File: src/rtl/cam_capture_wr.sv
// rtl/cam_capture_wr.sv - OV7670 RGB565 byte-stream capture to RGB332 frame-buffer writes
// One write per complete pixel at row*IMG_W+col; rows/cols beyond the image are dropped.
module cam_capture_wr #(
  parameter int AW    = 15,
  parameter int DW    = 8,
  parameter int IMG_W = 160,
  parameter int IMG_H = 120
)(
  input  logic          clk,
  input  logic          rst,
  input  logic          init,
  input  logic          vsync,
  input  logic          href,
  input  logic [7:0]    px_data,
  output logic [AW-1:0] mem_px_addr,
  output logic [DW-1:0] mem_px_data,
  output logic          px_wr,
  output logic          frame_done,
  output logic          line_err
);

  localparam int CW = $clog2(IMG_W + 1);
  localparam int RW = $clog2(IMG_H + 1);
  localparam logic [CW-1:0] W_MAX  = CW'(IMG_W);
  localparam logic [RW-1:0] H_MAX  = RW'(IMG_H);
  localparam logic [AW-1:0] W_STEP = AW'(IMG_W);

  typedef enum logic [2:0] {
    S_IDLE, S_WAIT_FRAME, S_ROW_WAIT, S_BYTE1, S_BYTE2, S_FRAME_END
  } state_t;

  state_t        r_state, w_next;
  logic          r_vsync_q;
  logic [7:0]    r_b1;
  logic [CW-1:0] r_col;
  logic [RW-1:0] r_row;
  logic [AW-1:0] r_base;
  logic [AW-1:0] r_addr;
  logic [DW-1:0] r_data;
  logic          r_wr;
  logic          r_line_err;

  logic w_frame_start, w_vs_rise;
  logic w_latch_b1, w_pix, w_eol, w_half_err, w_clear, w_frame_done;

  assign w_frame_start = r_vsync_q & ~vsync;
  assign w_vs_rise     = vsync & ~r_vsync_q;

  always_ff @(posedge clk or posedge rst) begin
    if (rst) r_state <= S_IDLE;
    else     r_state <= w_next;
  end

  always_comb begin
    w_next = r_state;
    case (r_state)
      S_IDLE:       if (init) w_next = S_WAIT_FRAME;
      S_WAIT_FRAME: if (w_frame_start) w_next = S_ROW_WAIT;
      S_ROW_WAIT: begin
        if (w_vs_rise)  w_next = S_FRAME_END;
        else if (href)  w_next = S_BYTE2;
      end
      S_BYTE2: begin
        if (w_vs_rise)  w_next = S_FRAME_END;
        else if (!href) w_next = S_ROW_WAIT;
        else            w_next = S_BYTE1;
      end
      S_BYTE1: begin
        if (w_vs_rise)  w_next = S_FRAME_END;
        else if (!href) w_next = S_ROW_WAIT;
        else            w_next = S_BYTE2;
      end
      S_FRAME_END:  w_next = init ? S_WAIT_FRAME : S_IDLE;
      default:      w_next = S_IDLE;
    endcase
  end

  // A vsync rise inside a line closes it like href falling; a pending first byte is an error.
  always_comb begin
    w_latch_b1   = 1'b0;
    w_pix        = 1'b0;
    w_eol        = 1'b0;
    w_half_err   = 1'b0;
    w_clear      = 1'b0;
    w_frame_done = 1'b0;
    case (r_state)
      S_WAIT_FRAME: w_clear = w_frame_start;
      S_ROW_WAIT:   w_latch_b1 = href & ~w_vs_rise;
      S_BYTE2: begin
        if (w_vs_rise || !href) begin
          w_eol      = 1'b1;
          w_half_err = 1'b1;
        end else begin
          w_pix = 1'b1;
        end
      end
      S_BYTE1: begin
        if (w_vs_rise || !href) w_eol = 1'b1;
        else                    w_latch_b1 = 1'b1;
      end
      S_FRAME_END:  w_frame_done = 1'b1;
      default: ;
    endcase
  end

  always_ff @(posedge clk or posedge rst) begin
    if (rst) begin
      r_vsync_q  <= 1'b0;
      r_b1       <= '0;
      r_col      <= '0;
      r_row      <= '0;
      r_base     <= '0;
      r_addr     <= '0;
      r_data     <= '0;
      r_wr       <= 1'b0;
      r_line_err <= 1'b0;
    end else begin
      r_vsync_q <= vsync;
      r_wr      <= 1'b0;
      if (w_latch_b1) r_b1 <= px_data;
      if (w_pix) begin
        if (r_col < W_MAX && r_row < H_MAX) begin
          r_wr   <= 1'b1;
          r_addr <= r_base + AW'(r_col);
          r_data <= DW'({r_b1[7:5], r_b1[2:0], px_data[4:3]});
        end
        if (r_col < W_MAX) r_col <= r_col + CW'(1);
      end
      // Empty lines (no complete pixel) leave the row untouched.
      if (w_eol && r_col != '0) begin
        r_col <= '0;
        if (r_row < H_MAX) begin
          r_row  <= r_row + RW'(1);
          r_base <= r_base + W_STEP;
        end
      end
      if (w_half_err) r_line_err <= 1'b1;
      if (w_clear) begin
        r_col      <= '0;
        r_row      <= '0;
        r_base     <= '0;
        r_line_err <= 1'b0;
      end
    end
  end

  assign mem_px_addr = r_addr;
  assign mem_px_data = r_data;
  assign px_wr       = r_wr;
  assign frame_done  = w_frame_done;
  assign line_err    = r_line_err;

endmodule

File: config.mk
export PLATFORM = sky130hd
export DESIGN_NAME = cam_capture_wr
export DESIGN_NICKNAME = d
export VERILOG_FILES = /design/src/rtl/cam_capture_wr.sv
export SDC_FILE = /design/constraint.sdc
export NUM_CORES = 1
export LEC_CHECK = 0
export CAP_MARGIN = 20
export CORE_ASPECT_RATIO = 0.7
export CORE_MARGIN = 1
export CORE_UTILIZATION = 55
export CTS_CLUSTER_SIZE = 16
export DETAILED_ROUTE_END_ITERATION = 10
export MAX_ROUTING_LAYER = met4
export PLACE_DENSITY = 0.87
export SYNTH_ARGS = -nofsm -noshare
export SYNTH_HDL_FRONTEND = slang
export SYNTH_SLANG_ARGS = --single-unit
File: constraint.sdc
create_clock -name clk -period 2.6 [get_ports clk]
set_clock_uncertainty 0.15 [all_clocks]
set_input_delay 0.52 -clock clk [delete_from_list [all_inputs] [get_ports clk]]
set_output_delay 0.52 -clock clk [all_outputs]
set_load 0.02 [all_outputs]
Word level (Yosys, flattened, before mapping)
Index checks and enable logic that the tools add are counted.
{ "word_totals": {"regBits": 67, "in_bits": 13, "out_inout_bits": 26, "elab_cells": 78} }
{ "op_classes": {"addsub": 4, "magnitude_cmp": 2, "eq_ne": 8, "muxes": 32, "bitwise": 6, "n_reduce_logical": 16} }
{ "op_table": {"columns": ["cell", "n"], "rows": [
  ["15-bit 2-to-1 mux", 3],
  ["8-bit 2-to-1 mux", 4],
  ["3-bit 2-to-1 mux", 7],
  ["7-bit 2-to-1 mux", 3],
  ["3-bit one-hot mux with 6 select lines", 1],
  ["15-bit by 8-bit adder with 15-bit output", 1],
  ["15-bit by 8-bit adder with 15-bit output (second input constant)", 1],
  ["1-bit 2-to-1 mux", 13],
  ["8-bit by 1-bit adder with 8-bit output (second input constant)", 1],
  ["8-bit < comparator (second input constant)", 1],
  ["8-bit nonzero test", 1],
  ["7-bit by 1-bit adder with 7-bit output (second input constant)", 1],
  ["7-bit < comparator (second input constant)", 1],
  ["3-bit by 2-bit equality test with 1-bit output (second input constant)", 2],
  ["3-bit equality test (second input constant)", 2],
  ["2-bit AND reduction", 3],
  ["2-bit nonzero test", 3],
  ["3-bit nonzero test", 2],
  ["2-bit != test (second input constant)", 2],
  ["1-bit bitwise AND", 3],
  ["3-bit by 1-bit equality test with 1-bit output (second input constant)", 1],
  ["3-bit logical NOT", 1],
  ["3-bit != test (second input constant)", 1],
  ["1-bit NOT", 3],
  ["other kinds (6)", 7]
]} }

Longest topological paths before layout
Gate-level depths: netlist of run 1.
{ "depth": {"word_depth": 8, "ltp_mapped": 7, "ltp_nobuf": 5} }

Least setup slack after synthesis of run 1
Ideal clock, no wire load.
{ "synth_path": {"path_kind": "reg-to-reg", "start": "reg r_state[1]", "end": "reg r_addr[0], in the netlist mem_px_addr[0]", "t_arrival_ns": 1.649, "setup_slack_ns": 0.674, "path_stages_with_launch": 6, "n_path_buf": 1, "period_less_slack_ns": 1.926, "cell_sequence": "dfrtp_1 -> nor3b_4 -> nand4_1 -> nor2_2 -> buf_2 -> mux2_1"} }
{ "synth_via": {"elab_chain_cells": 3} }
{ "synth_lines": {"columns": ["item", "line", "rtl"], "rows": [
  ["start: declaration", "32", "state_t r_state, w_next;"],
  ["start signal: assignment", "51", "else r_state <= w_next;"],
  ["3-bit equality test", "86", "case (r_state)"],
  ["1-bit 2-to-1 mux", "86", null],
  ["2-bit AND reduction (no line)", null, null],
  ["end signal: assignment", "124", "r_addr <= r_base + AW'(r_col);"],
  ["end: declaration", "38", "logic [AW-1:0] r_addr;"]
]} }
Every way passes these cells.
A chain may end at the register's enable or synchronous reset.

Final worst setup path of run 1
{ "layout_path": {"start": "reg r_state[1]", "end": "out frame_done"} }
{ "layout_via": {"elab_chain_cells": 2} }
{ "layout_lines": {"columns": ["item", "line", "rtl"], "rows": [
  ["3-bit equality test", "86", null],
  ["1-bit 2-to-1 mux", "86", null],
  ["end: declaration", "18", "output logic frame_done,"]
]} }
Every way passes these cells.

==> results of run 1 <==
-- sequential cells by signal, indices dropped and copies added (netlist names) --
register and flops:
r_b1 6, mem_px_data 8, mem_px_addr 15, r_col 8, r_base 10, r_state 3, r_row 7, px_wr 1
r_vsync_q 1, line_err 1
-- layout make-up --
cell class / instances / area, um^2
Sequential cell: 60 / 1500
Multi-Input combinational cell: 189 / 1340
Fill cell: 375 / 1310
Timing Repair Buffer: 47 / 460
Clock buffer: 12 / 145
Tap cell: 69 / 86.3
Clock inverter: 4 / 72.6
Inverter: 8 / 30.0
-- logic make-up (layout without fill, tap and decap cells) --
group                    count (synthesis)  in the layout
AND/OR/NAND/NOR                         82             82
AO/OA/AOI/OAI                           62             62
flip-flops                              60             60
multiplexers                            30             30
buffers and inverters                   18             71
XOR/XNOR                                 8              8
adder cells (fa/ha/maj)                  7              7
-- through the flow --
step | hold WS, ns | utilization [%] | total power [mW] | instances
2_1_floorplan | 0.309 | - | 1.95 | 267
3_3_place_gp | 0.315 | 69.1 | 2.35 | 373
3_5_place_dp | 0.328 | 69.1 | 2.41 | 373
4_1_cts | 0.343 | 73.5 | 3.34 | 389
5_1_grt | 0.375 | 73.5 | 3.53 | 389
6_report | 0.341 | 73.5 | 3.33 | 389
-- cell usage in the layout (no fill, tap or decap), types with 2 or more instances in the layout --
master           instances
nor4_1                   4
mux2_1                  13
dfrtp_1                 60
bufinv_16                2
and4_1                   2
nand2_1                 20
mux2_2                   9
or4_1                    6
nand3_1                  8
nand4_1                  4
a21oi_1                 25
clkbuf_8                10
ha_1                     7
inv_1                    7
nor3_1                   7
and3b_1                  2
nor3b_1                  2
and3_1                   2
buf_4                    8
o31ai_1                  9
o21ai_0                  9
a31o_2                   3
o311ai_1                 3
or3_1                    3
nor2_1                  11
nand2b_1                 5
clkdlybuf4s50_1         38
xnor2_1                  8
mux2i_1                  8
clkbuf_1                 2
-- per-layer routing --
layer | up-vias | share of wire [%]
met5 | - | 0
met4 | 0 | 1.6
li1 | 1093 | -
met1 | 1165 | 45
met2 | 89 | 46
met3 | 13 | 7.0
-- critical path: stages (launching register included) --
cell             delay, ns
dfrtp_1               0.47
inv_1                 0.14
and3_1                0.17
clkdlybuf4s50_1       0.60
-- report_power, final --
part / switching (mW) / internal (mW)
logic: 0.549 / 0.495
registers: 0.195 / 1.16
clock network: 0.363 / 0.565
total: 1.11 / 2.22
-- synth_stat cells, drive strengths merged, types with 6 or more instances --
cell type / n / area share, %
a21oi: 25 / 4.3
dfrtp: 60 / 52
ha: 7 / 3.0
inv: 8 / 1.0
mux2: 22 / 8.5
mux2i: 8 / 2.8
nand2: 20 / 2.6
nand3: 8 / 1.4
nor2: 12 / 1.6
nor3: 7 / 1.2
o21ai: 10 / 1.7
o31ai: 9 / 2.3
or4: 6 / 1.5
xnor2: 8 / 2.4
-- final timing paths --
path / end / slack, ns / depth (start not counted)
max in group asynchronous: mem_px_addr[12]$_DFFE_PP0P_ / 1.64 / 3
min: mem_px_data[4]$_DFFE_PP0P_ / 0.34 / 1
max: frame_done / 0.22 / 3
max reg2reg: mem_px_addr[7]$_DFFE_PP0P_ / 0.42 / 5
min reg2reg: mem_px_data[4]$_DFFE_PP0P_ / 0.34 / 1
min in group asynchronous: r_b1[1]$_DFFE_PP0P_ / 0.40 / 3
==> flow_metrics.py, run 1 <==
metrics = {
    "place": {
        "post-place-ws_ns": 0.0334,
        "gp_congestion": 0.930,
        "io_buffer_count": 38,
        "dpl.hpwl_mm": 4.66,
        "dpl_cell_area_um2": 3410,
    },
    "grt": {
        "grt.met3_usage_pct": 11.5,
        "busiest_layer": "met2",
        "grt_usage_pct": 28.4,
        "grt_max_degree": 61,
        "met1_usage_pct": 37.6,
        "antenna_found_initial": 0,
        "met2_usage_pct": 40.0,
        "first_global_vias": 2341,
        "globalRouteOverflowTotal": 0,
        "grt_pass1_wl_mm": 11.3,
    },
    "sta": {
        "tightest_slew_ns": 0.559,
        "setup_tns_ns": 0,
        "post-route-period-util_pct": 91.6,
        "drv_slew": 0,
        "timing.slew.headroom_pct": 62.7,
        "min_period_ns": 2.38,
        "max_freq_mhz": 420,
        "setup_slack_ns": 0.219,
        "rsz0062_at_grt": "false",
        "hold_violations": 0,
        "finalSetupViolations": 0,
    },
    "logic_synthesis": {
        "ys_types": 46,
        "syn-cell-area_um2": 2910,
        "synth_fp_nets": 287,
        "yosys_most_used_dff": "dfrtp_1",
        "synth_simple_gate_area_share_pct": 15.5,
        "synthMuxAreaShare_pct": 11.3,
        "ys_ff_latch": 60,
        "seq_area_frac_synth_pct": 51.6,
        "async_flop_share_pct": 100,
        "synth-xor-area-share_pct": 2.41,
        "synth_fa_ha_area_share_pct": 3.01,
        "synth_cells": 267,
        "ys_warn_count": 0,
        "synth-edff-count": 0,
        "synth_top_family_by_area": "simple AND/OR/NAND/NOR gates",
        "syn_avg_cell_area_um2": 10.9,
        "synth_compound_area_share_pct": 13.8,
    },
    "run_status": {
        "status": "finished clean",
    },
    "clocking": {
        "clk_latency_ns": 0.34,
        "holdBufCountCts": 0,
        "cts-htree-levels": 3,
        "path_clk_slew_ns": 0.07,
        "cts_root_buf": "clkbuf_8",
        "ctsResizeCount": 0,
        "clk_path_buf_depth": 2,
        "cts.sinks": 60,
        "cts_buffers": 9,
        "postCtsSetupBuffers": 0,
        "cts_tree": "built",
    },
    "run": {
        "cap_violations": 0,
    },
    "routing": {
        "via_per_inst": 6.07,
        "postRouteAntennaNets": 0,
        "detail_route.wl_per_cell_um": 16.9,
        "drt_pre_antenna_iters": 6,
        "remaining_drc_errors": 0,
        "postRouteWirelength_mm": 6.56,
        "dr_total_vias": 2360,
        "drtIter0Drc": 196,
    },
    "setup_path": {
        "critical_path.endpoint_type": "output pin",
        "critPathRequiredTime_ns": 1.93,
        "worstPathMaxFanout": 6,
        "criticalPathCategory": "flip-flop to output pin",
        "critPathArrivalTime_ns": 1.71,
        "critPathLaunch": "r_state[1]$_DFFE_PP0P_",
        "r2r-start": "r_state[2]$_DFFE_PP0P_",
        "crit_path_start_kind": "flip-flop",
    },
    "hold_path": {
        "hold_start": "mem_px_data[4]$_DFFE_PP0P_",
        "hold_path.class": "flip-flop to flip-flop",
    },
    "floorplanning": {
        "initial_core_util_pct": 58.9,
        "coreArea_um2": 4940,
        "die_y_um": 62.9,
        "row_count": 21,
        "die-area_um2": 5590,
        "ioPinCount": 39,
        "die_x_um": 89.0,
    },
    "power": {
        "p_per_area_nw_per_um2": 917,
        "vdd.ir_drop.worst_mv": 0.557,
        "power_leakage_nw": 1.57,
    },
    "layout": {
        "drive_above_1_share_pct": 12.5,
        "final_area_um2": 3630,
        "antenna_cells": 0,
        "synthToLayoutAreaGrowth_pct": 24.8,
        "nets": 335,
    },
}
Power figures use the tool's default switching activity.
==> run 2: changes to the inputs <==
CORE_MARGIN = 3   (was 1)
==> flow_metrics.py, run 2 (synthesis gave the netlist of run 1 again) <==
metrics = {
    "run_status": {
        "status": "finished clean",
    },
    "sta": {
        "max_freq_mhz": 421,
        "rsz0062_at_grt": "false",
        "hold_slack_ns": 0.336,
        "hold_violations": 0,
        "setup_tns_ns": 0,
        "setup_slack_ns": 0.224,
        "finalSetupViolations": 0,
        "timing.slew.headroom_pct": 61.0,
        "post-route-period-util_pct": 91.4,
        "drv_slew": 0,
        "tightest_slew_ns": 0.584,
        "min_period_ns": 2.38,
    },
    "grt": {
        "globalRouteOverflowTotal": 0,
        "antenna_found_initial": 0,
        "grt_usage_pct": 24.2,
        "grt_pass1_wl_mm": 11.2,
        "first_global_vias": 2401,
        "grt_max_degree": 40,
    },
    "setup_path": {
        "critical_path.max_stage_delay_ns": 0.60,
        "critPathArrivalTime_ns": 1.71,
        "path_buf_inv": 2,
        "reg2reg_setup_slack_ns": 0.47,
        "r2r-start": "r_state[1]$_DFFE_PP0P_",
        "cp_slowest_cell": "clkdlybuf4s50_1",
        "critPathTopFamily": "buffers and inverters",
        "worstPathMaxFanout": 6,
        "critPathLaunch": "r_state[1]$_DFFE_PP0P_",
        "critPathRequiredTime_ns": 1.93,
        "crit_end": "frame_done",
        "crit_chain": "inv_1 -> and3_1 -> clkdlybuf4s50_1",
        "critical_path.endpoint_type": "output pin",
        "criticalPathCategory": "flip-flop to output pin",
        "cp.depth": 3,
        "crit_path_start_kind": "flip-flop",
        "rr_worst_depth": 5,
        "worst_r2r_endpoint": "r_col[5]$_DFFE_PP0P_",
    },
    "run": {
        "cap_violations": 0,
    },
    "floorplanning": {
        "die-area_um2": 6220,
        "die_x_um": 93.0,
        "die_y_um": 66.9,
        "row_count": 21,
        "coreArea_um2": 4940,
        "ioPinCount": 39,
        "initial_core_util_pct": 58.9,
    },
    "layout": {
        "drive_above_1_share_pct": 12.0,
        "antenna_cells": 0,
        "largest_reg_flops": 15,
        "synthToLayoutAreaGrowth_pct": 24.6,
        "nets": 332,
        "final_cell_mix": "dfrtp_1 (60), clkdlybuf4s50_1 (38), a21oi_1 (25)",
        "final_common_cell": "dfrtp_1",
        "final_cells": 385,
    },
    "place": {
        "numPlacedInstances": 370,
        "gp_congestion": 0.954,
        "dpl.hpwl_mm": 4.62,
        "post-place-ws_ns": 0.0494,
        "io_buffer_count": 38,
    },
    "clocking": {
        "cts.sinks": 60,
        "cts_buffers": 9,
        "clk_path_buf_depth": 2,
        "holdBufCountCts": 0,
        "postCtsSetupBuffers": 0,
        "cts_tree": "built",
        "cts-htree-levels": 3,
        "clk_latency_ns": 0.34,
        "ctsResizeCount": 0,
        "cts_root_buf": "clkbuf_8",
        "path_clk_slew_ns": 0.06,
    },
    "power": {
        "pwr-share-clk_pct": 28.2,
        "p_total_mw": 3.33,
        "switchingPower_mw": 1.08,
        "intPower_mw": 2.24,
        "switching_share_pct": 32.6,
        "power_leakage_nw": 1.56,
        "p_per_area_nw_per_um2": 917,
        "vdd.ir_drop.worst_mv": 0.614,
        "seqPwrFrac_pct": 40.8,
        "p_comb_share_pct": 31.0,
    },
    "routing": {
        "via_per_inst": 6.08,
        "drtIter0Drc": 181,
        "detail_route.wl_per_cell_um": 16.7,
        "remaining_drc_errors": 0,
        "drt_pre_antenna_iters": 5,
        "postRouteAntennaNets": 0,
        "dr_total_vias": 2340,
        "postRouteWirelength_mm": 6.45,
    },
    "hold_path": {
        "hold_path.class": "flip-flop to flip-flop",
    },
}
-- run 2: worst min-delay path by stage --
stage	depth (start not counted)	slack (ns)	from	end
after floorplan	1	0.31	r_b1[0]$_DFFE_PP0P_	mem_px_data[2]$_DFFE_PP0P_
after global placement	1	0.32	mem_px_data[0]$_DFFE_PP0P_	mem_px_data[0]$_DFFE_PP0P_
after detailed placement	1	0.32	mem_px_data[2]$_DFFE_PP0P_	mem_px_data[2]$_DFFE_PP0P_
after CTS	1	0.34	mem_px_data[3]$_DFFE_PP0P_	mem_px_data[3]$_DFFE_PP0P_
after global routing	1	0.35	r_b1[5]$_DFFE_PP0P_	mem_px_data[5]$_DFFE_PP0P_
final	1	0.34	mem_px_data[2]$_DFFE_PP0P_	mem_px_data[2]$_DFFE_PP0P_
-- run 2: layout make-up --
| cell class | count | area [um^2] |
|---|---|---|
| Clock inverter | 4 | 72.6 |
| Sequential cell | 60 | 1500 |
| Clock buffer | 11 | 151 |
| Fill cell | 346 | 1310 |
| Tap cell | 69 | 86.3 |
| Multi-Input combinational cell | 189 | 1340 |
| Inverter | 8 | 30.0 |
| Timing Repair Buffer | 44 | 450 |
-- run 2: stage by stage --
stage          cell area, um^2  util, %
2_1_floorplan             2910        -
3_3_place_gp              3400     68.9
3_5_place_dp              3400     68.9
4_1_cts                   3630     73.5
5_1_grt                   3630     73.5
6_report                  3630     73.5
-- run 2: power by group through the flow --
stage / clock network [mW] / logic (mW) / registers, mW
2_1_floorplan: 0 / 0.470 / 1.48
3_3_place_gp: 0 / 0.990 / 1.35
3_5_place_dp: 0 / 1.03 / 1.37
4_1_cts: 0.954 / 1.04 / 1.35
5_1_grt: 0.993 / 1.12 / 1.39
6_report: 0.939 / 1.03 / 1.36
-- run 2: per-layer routing --
metal  up-vias  wire (um)  track usage [%]
met3        10        444             7.56
met4         0         89             6.95
met2        95       3030             38.7
met1      1149       2880             30.1
li1       1086          -                -
met5         -          0                -
